==> config.mk <==
export PLATFORM = sky130hd
export DESIGN_NAME = mc_ctrl
export DESIGN_NICKNAME = d
export VERILOG_FILES = /design/src/rtl/mc_ctrl_pkg.sv /design/src/rtl/mc_ctrl_decode.sv /design/src/rtl/mc_ctrl.sv
export SDC_FILE = /design/constraint.sdc
export NUM_CORES = 1
export LEC_CHECK = 0
export ABC_AREA = 1
export CAP_MARGIN = 20
export CORE_MARGIN = 2
export CORE_UTILIZATION = 37
export DETAILED_ROUTE_END_ITERATION = 12
export PLACE_DENSITY = 0.79
export SYNTH_ARGS = -nofsm -noshare
export SYNTH_HDL_FRONTEND = slang
export SYNTH_SLANG_ARGS = --single-unit
==> constraint.sdc <==
create_clock -name clk -period 1.61 [get_ports clk]
set_input_delay 0.322 -clock clk [delete_from_list [all_inputs] [get_ports clk]]
set_output_delay 0.322 -clock clk [all_outputs]
set_load 0.1 [all_outputs]
==> src/rtl/mc_ctrl_pkg.sv <==
// Shared types and encodings for the multi-cycle MIPS-subset control FSM.
package mc_ctrl_pkg;

    typedef enum logic [2:0] {
        StFetch  = 3'd0,
        StDecode = 3'd1,
        StExe    = 3'd2,
        StMem    = 3'd3,
        StWb     = 3'd4
    } state_e;

    typedef enum logic [2:0] {
        ClsUnknown = 3'd0,
        ClsAlu     = 3'd1,
        ClsLw      = 3'd2,
        ClsSw      = 3'd3,
        ClsBeq     = 3'd4,
        ClsJal     = 3'd5,
        ClsJr      = 3'd6
    } cls_e;

    localparam logic [5:0] OpRtype = 6'b000000;
    localparam logic [5:0] OpOri   = 6'b001101;
    localparam logic [5:0] OpLui   = 6'b001111;
    localparam logic [5:0] OpLw    = 6'b100011;
    localparam logic [5:0] OpSw    = 6'b101011;
    localparam logic [5:0] OpBeq   = 6'b000100;
    localparam logic [5:0] OpJal   = 6'b000011;

    localparam logic [5:0] FunctAddu = 6'b100001;
    localparam logic [5:0] FunctSubu = 6'b100011;
    localparam logic [5:0] FunctJr   = 6'b001000;

    localparam logic [2:0] NpcPc4    = 3'b000;
    localparam logic [2:0] NpcBranch = 3'b001;
    localparam logic [2:0] NpcJal    = 3'b010;
    localparam logic [2:0] NpcJr     = 3'b011;

    localparam logic [1:0] DstRt = 2'b00;
    localparam logic [1:0] DstRd = 2'b01;
    localparam logic [1:0] DstRa = 2'b10;

    localparam logic [1:0] WdAlu = 2'b00;
    localparam logic [1:0] WdMem = 2'b01;
    localparam logic [1:0] WdPc4 = 2'b10;

    localparam logic [1:0] ExtZero  = 2'b00;
    localparam logic [1:0] ExtSign  = 2'b01;
    localparam logic [1:0] ExtUpper = 2'b10;

    localparam logic [2:0] AluAdd = 3'b000;
    localparam logic [2:0] AluSub = 3'b001;
    localparam logic [2:0] AluOr  = 3'b010;

    typedef struct packed {
        cls_e       cls;
        logic [1:0] reg_dst;
        logic [1:0] wd_sel;
        logic       alu_src;
        logic [1:0] ext_op;
        logic [2:0] alu_op;
    } dec_t;

endpackage

==> src/rtl/mc_ctrl_decode.sv <==
// Combinational instruction classifier: op/funct to class and datapath selects.
module mc_ctrl_decode
    import mc_ctrl_pkg::*;
(
    input  logic [5:0] op,
    input  logic [5:0] funct,
    output dec_t       dec
);

    always_comb begin
        dec     = '0;
        dec.cls = ClsUnknown;
        case (op)
            OpRtype: begin
                case (funct)
                    FunctAddu: begin
                        dec.cls     = ClsAlu;
                        dec.reg_dst = DstRd;
                        dec.alu_op  = AluAdd;
                    end
                    FunctSubu: begin
                        dec.cls     = ClsAlu;
                        dec.reg_dst = DstRd;
                        dec.alu_op  = AluSub;
                    end
                    FunctJr: dec.cls = ClsJr;
                    default: dec.cls = ClsUnknown;
                endcase
            end
            OpOri: begin
                dec.cls     = ClsAlu;
                dec.alu_src = 1'b1;
                dec.ext_op  = ExtZero;
                dec.alu_op  = AluOr;
            end
            OpLui: begin
                dec.cls     = ClsAlu;
                dec.alu_src = 1'b1;
                dec.ext_op  = ExtUpper;
                dec.alu_op  = AluAdd;
            end
            OpLw: begin
                dec.cls     = ClsLw;
                dec.alu_src = 1'b1;
                dec.ext_op  = ExtSign;
                dec.wd_sel  = WdMem;
            end
            OpSw: begin
                dec.cls     = ClsSw;
                dec.alu_src = 1'b1;
                dec.ext_op  = ExtSign;
            end
            OpBeq: begin
                dec.cls    = ClsBeq;
                dec.alu_op = AluSub;
            end
            OpJal: begin
                dec.cls     = ClsJal;
                dec.reg_dst = DstRa;
                dec.wd_sel  = WdPc4;
            end
            default: dec.cls = ClsUnknown;
        endcase
    end

endmodule

==> src/rtl/mc_ctrl.sv <==
// Multi-cycle control FSM: fetch/decode/execute/memory/write-back sequencing.
// Optional retired-instruction counter enabled by defining MC_CTRL_PERF_EN.
module mc_ctrl
    import mc_ctrl_pkg::*;
(
    input  logic        clk,
    input  logic        reset,
    input  logic [5:0]  op,
    input  logic [5:0]  funct,
    input  logic        zero,
    input  logic        imem_ready,
    input  logic        dmem_ready,
    output logic        imem_req,
    output logic        dmem_req,
    output logic        dmem_we,
    output logic        ir_we,
    output logic        pc_we,
    output logic [2:0]  npc_sel,
    output logic        reg_we,
    output logic [1:0]  reg_dst,
    output logic [1:0]  wd_sel,
    output logic        alu_src,
    output logic [1:0]  ext_op,
    output logic [2:0]  alu_op
`ifdef MC_CTRL_PERF_EN
    ,
    output logic [31:0] instr_cnt
`endif
);

    state_e     state_q, state_d;
    logic       imem_req_q, imem_req_d;
    logic       dmem_req_q, dmem_req_d;
    logic       dmem_we_q, dmem_we_d;
    logic       reg_we_q, reg_we_d;
    logic       retire;
    logic [2:0] npc_c;
    logic       active;
    dec_t       dec;

    mc_ctrl_decode u_decode (
        .op    (op),
        .funct (funct),
        .dec   (dec)
    );

    always_comb begin
        state_d = state_q;
        retire  = 1'b0;
        npc_c   = NpcPc4;
        unique case (state_q)
            StFetch: if (imem_ready) state_d = StDecode;
            StDecode: begin
                case (dec.cls)
                    ClsJal:     state_d = StWb;
                    ClsUnknown: begin
                        retire  = 1'b1;
                        state_d = StFetch;
                    end
                    default:    state_d = StExe;
                endcase
            end
            StExe: begin
                case (dec.cls)
                    ClsAlu:       state_d = StWb;
                    ClsLw, ClsSw: state_d = StMem;
                    ClsBeq: begin
                        retire  = 1'b1;
                        npc_c   = zero ? NpcBranch : NpcPc4;
                        state_d = StFetch;
                    end
                    ClsJr: begin
                        retire  = 1'b1;
                        npc_c   = NpcJr;
                        state_d = StFetch;
                    end
                    default:      state_d = StFetch;
                endcase
            end
            StMem: begin
                if (dmem_ready) begin
                    if (dec.cls == ClsLw) begin
                        state_d = StWb;
                    end else begin
                        retire  = 1'b1;
                        state_d = StFetch;
                    end
                end
            end
            StWb: begin
                retire  = 1'b1;
                npc_c   = (dec.cls == ClsJal) ? NpcJal : NpcPc4;
                state_d = StFetch;
            end
            default: state_d = StFetch;
        endcase

        // Request/write strobes are registered from the next state so they are glitch-free.
        imem_req_d = (state_d == StFetch);
        dmem_req_d = (state_d == StMem);
        dmem_we_d  = (state_d == StMem) && (dec.cls == ClsSw);
        reg_we_d   = (state_d == StWb);
    end

    always_ff @(posedge clk) begin
        if (reset) begin
            state_q    <= StFetch;
            imem_req_q <= 1'b1;
            dmem_req_q <= 1'b0;
            dmem_we_q  <= 1'b0;
            reg_we_q   <= 1'b0;
        end else begin
            state_q    <= state_d;
            imem_req_q <= imem_req_d;
            dmem_req_q <= dmem_req_d;
            dmem_we_q  <= dmem_we_d;
            reg_we_q   <= reg_we_d;
        end
    end

    // A reset cycle aborts the instruction in flight, so commit strobes are masked.
    always_comb begin
        active   = (state_q != StFetch);
        imem_req = imem_req_q;
        dmem_req = dmem_req_q;
        dmem_we  = dmem_we_q;
        reg_we   = reg_we_q && !reset;
        pc_we    = retire && !reset;
        ir_we    = (state_q == StFetch) && imem_ready && !reset;
        npc_sel  = pc_we ? npc_c : NpcPc4;
        reg_dst  = active ? dec.reg_dst : 2'b00;
        wd_sel   = active ? dec.wd_sel : 2'b00;
        alu_src  = active ? dec.alu_src : 1'b0;
        ext_op   = active ? dec.ext_op : 2'b00;
        alu_op   = active ? dec.alu_op : 3'b000;
    end

`ifdef MC_CTRL_PERF_EN
    logic [31:0] instr_cnt_q, instr_cnt_d;

    always_comb begin
        instr_cnt_d = pc_we ? instr_cnt_q + 32'd1 : instr_cnt_q;
    end

    always_ff @(posedge clk) begin
        if (reset) begin
            instr_cnt_q <= 32'd0;
        end else begin
            instr_cnt_q <= instr_cnt_d;
        end
    end

    assign instr_cnt = instr_cnt_q;
`endif

endmodule

==> flow_summary.toml, run 1 <==
[status]
status = "did not finish"
stop_stage = "4_1_cts"
error = "[ERROR DPL-0038] Utilization greater than 100%, impossible to legalize"

[place]
dp.cells = 186
hpwl_um = 2620
pre_cts_ws_ns = -0.868
portBuffers = 33
gp_congestion = 0.838

[floorplan]
initial_core_util_pct = 40.2
num_rows = 14
dieWidth_um = 44.9
die_h_um = 44.9
boundaryPins = 36

[yosys]
synth_area_um2 = 619
avgSynthCellArea_um2 = 5.48
yosysWarnings = 0
yosysUniqueCellTypes = 20
synthesis.instances = 113
ys_ff_latch = 7
yosysSeqAreaShare_pct = 22.6

[clocking]
clockRootBuffer = "clkbuf_4"
cts.htree.levels = 1
numCtsBuffers = 3
post_cts.repair.setup_buffers = 8
clk_path_buf_depth = 2
cts_hold_buf = 0
cts_resized = 95
clock_sinks = 7
==> through the flow <==
stage | util (%) | instance area (um^2) | TNS (ns) | hold slack [ns]
2_1_floorplan | - | 751 | -2.28 | 0.391
3_3_place_gp | 92.9 | 1430 | -6.61 | 0.704
3_5_place_dp | 92.9 | 1430 | -9.17 | 0.758
==> cell usage after synthesis (all sizes together) <==
library cell	number	area share, %
nor3	3	2.4
nor2	29	20
nand4	2	2.0
dfxtp	7	23
a21oi	3	2.4
buf	3	3.6
a22oi	1	1.2
or2	1	1.0
o21ai	4	3.2
nand3	14	13
a31oi	1	1.0
nand3b	1	1.2
nand2	21	13
inv	22	13
conb	1	0.61
==> cells by family after synthesis <==
logic type      Yosys count  share of synthesized area [%]
other cells               1                          0.605
compound gates            9                           7.88
buf+inv                  25                           17.0
flops                     7                           22.6
simple gates             71                           51.9
==> run 2, diff against run 1 <==
Settings changed: CORE_AREA set to 2 2 63 65, CORE_MARGIN 2 to not set, CORE_UTILIZATION 37 to not set, DIE_AREA set to 0 0 65 67, PLACE_DENSITY 0.79 to not set, PLACE_DENSITY_LB_ADDON set to 0.15.
==> flow_summary.toml, run 2 <==
[status]
status = "finished with violations"
violations = "setup timing"

[clocking]
cts_tree = "done"
numCtsBuffers = 3
insertion_delay_ns = 0.23
clock_sinks = 7
clkTransAtPathRegs_ns = 0.04
clk_path_buf_depth = 2
clockRootBuffer = "clkbuf_8"
cts.htree.levels = 1

[routing]
postRouteAntennaNets = 0
firstDrtPassIters = 4
wl_per_cell_um = 10.2
vias_per_cell = 3.99
drt_wl_total_um = 2380
drc_errors = 0
detail_route.iter0.violations = 13
vias = 934

[layout]
largest_reg_flops = 3
fin_nets = 204
final_common_cell = "buf_4"
area_delta_synth_final_pct = 173
nFillCells = 355
drive_gt1_share_pct = 60.8
largest-register = "state_q"
diodes = 0
mostFrequentLayoutCells = "buf_4, buf_12, nand2_1"

[global_routing]
grt_max_degree = 7
grt_usage_pct = 11.8
antenna_found_initial = 0
grt_pass1_wl_um = 4080
grt_overflow = 0
grt_pass1_vias = 963

[place]
hpwl_um = 1930
gp_congestion = 0.782
portBuffers = 33

[pwr]
p_total_mw = 0.693
peakVddDrop_v = 0.000316
p_leak_nw = 0.797
power_density_mw_per_mm2 = 410

[yosys]
synthesis.instances = 113
ys_ff_latch = 7
netlist_top_cells_count = "nor2_1, nand2_1, inv_1"
yosysMostFrequentCell = "nor2_1"
synth_edf_count = 0
yosysTopAreaCell = "dfxtp_1"
yosysSeqAreaShare_pct = 22.6
yosysUniqueCellTypes = 20
yosysWarnings = 0
synth_area_um2 = 619
avgSynthCellArea_um2 = 5.48
synthTopCellsByArea = "dfxtp_1, nor2_1, nand2_1"
synth.top_cell.area_share_pct = 22.6
ys.flop_type = "dfxtp_1"
async_flop_share_pct = 0

[timing]
skew_ns = 0.00266
slew_violations = 0
rsz0062_at_grt = "true"
post-route-period-util_pct = 121
finalHoldViolations = 0
min_period_ns = 1.94
max_freq_mhz = 515
whs_ns = 0.602
finalSetupViolCount = 13
postLayoutSetupSlackWorst_ns = -0.331

[floorplan]
die_h_um = 67
boundaryPins = 36
dieWidth_um = 65
initial_core_util_pct = 17.2
coreArea_mm2 = 0.00361
dieArea_mm2 = 0.00436
num_rows = 22

[worst_setup_path]
worst-path-max-fanout = 6
cp-end-kind = "output pin"
critPathLaunchType = "primary input"
required_ns = 1.29
path_class = "in2out"
arrival_ns = 1.62

[job]
maxCapViolCount = 0

[hold_path]
hold_class = "in2reg"
-- run 2: cell counts after synthesis --
Identical to the previous run, type by type.
-- run 2: path summary, 6_finish.rpt --
check,startpoint,to,slack [ns],depth (start not counted)
setup / recovery,op[5],npc_sel[1],-0.33,10
hold / removal,op[4],dmem_we,0.60,6
setup reg to reg,state_q[2],imem_req,0.21,8
hold reg to reg,state_q[1],state_q[2],0.79,5
-- run 2: cells by family after synthesis --
group | after synthesis | share of synthesized area [%]
DFF | 7 | 22.6
buffers and inverters | 25 | 17.0
and+or+nand+nor | 71 | 51.9
other | 1 | 0.605
AOI/OAI and AO/OA | 9 | 7.88
-- run 2: area by class of cell --
class	count	area, um^2	area share (%)
multi-input combinational	82	576	34.0
tap	48	60.1	3.55
inverter	22	86.3	5.11
timing repair buffer	71	781	46.2
sequential	7	143	8.44
clock buffer	4	45.0	2.66
-- run 2: report_power, final --
part	internal, mW	leakage (nW)	total, mW	switching (mW)
logic	0.112	0.717	0.263	0.150
clock network	0.171	0.0228	0.249	0.0773
registers	0.178	0.0577	0.181	0.00322
total	0.462	0.797	0.693	0.231
-- run 2: routing by layer --
layer,share of wire (%),vias to the layer above,GRT usage (%)
met5,0,-,0
met4,0.80,0,3.19
met3,3.1,2,2.03
met2,50,18,20.7
met1,46,420,14.8
li1,-,494,-
-- run 2: metrics by stage --
step                instance area [um^2]  cells  util (%)  setup TNS [ns]  setup WS, ns
CTS                                 1660    234      46.0           -2.05        -0.351
floorplan                            751    114         -           -2.28        -0.372
global route                        1690    234      46.9           -2.88        -0.453
detailed placement                  1510    222      42.0           -7.41        -0.763
global placement                    1510    222      42.0           -6.99        -0.741
finish                              1690    234      46.9           -1.81        -0.331
-- run 2: repair_timing --
item / in CTS / in global routing
hold buffers: 0 / 0
buffers inserted: 10 / 1
endpoints found under the setup margin: 15 / 13
resized for setup: 77 / 10
pin swaps: 27 / 14
-- run 2: critical path, cell delays in order --
cell and delay [ns]:
buf_6 0.10, nor2_4 0.21, nand3_4 0.11, o21ai_2 0.17, nand2_1 0.09, or2_1 0.23
nand2_1 0.08, inv_2 0.04, nor2_4 0.09, buf_12 0.18
No activity file was read; power rests on OpenSTA's default activity.
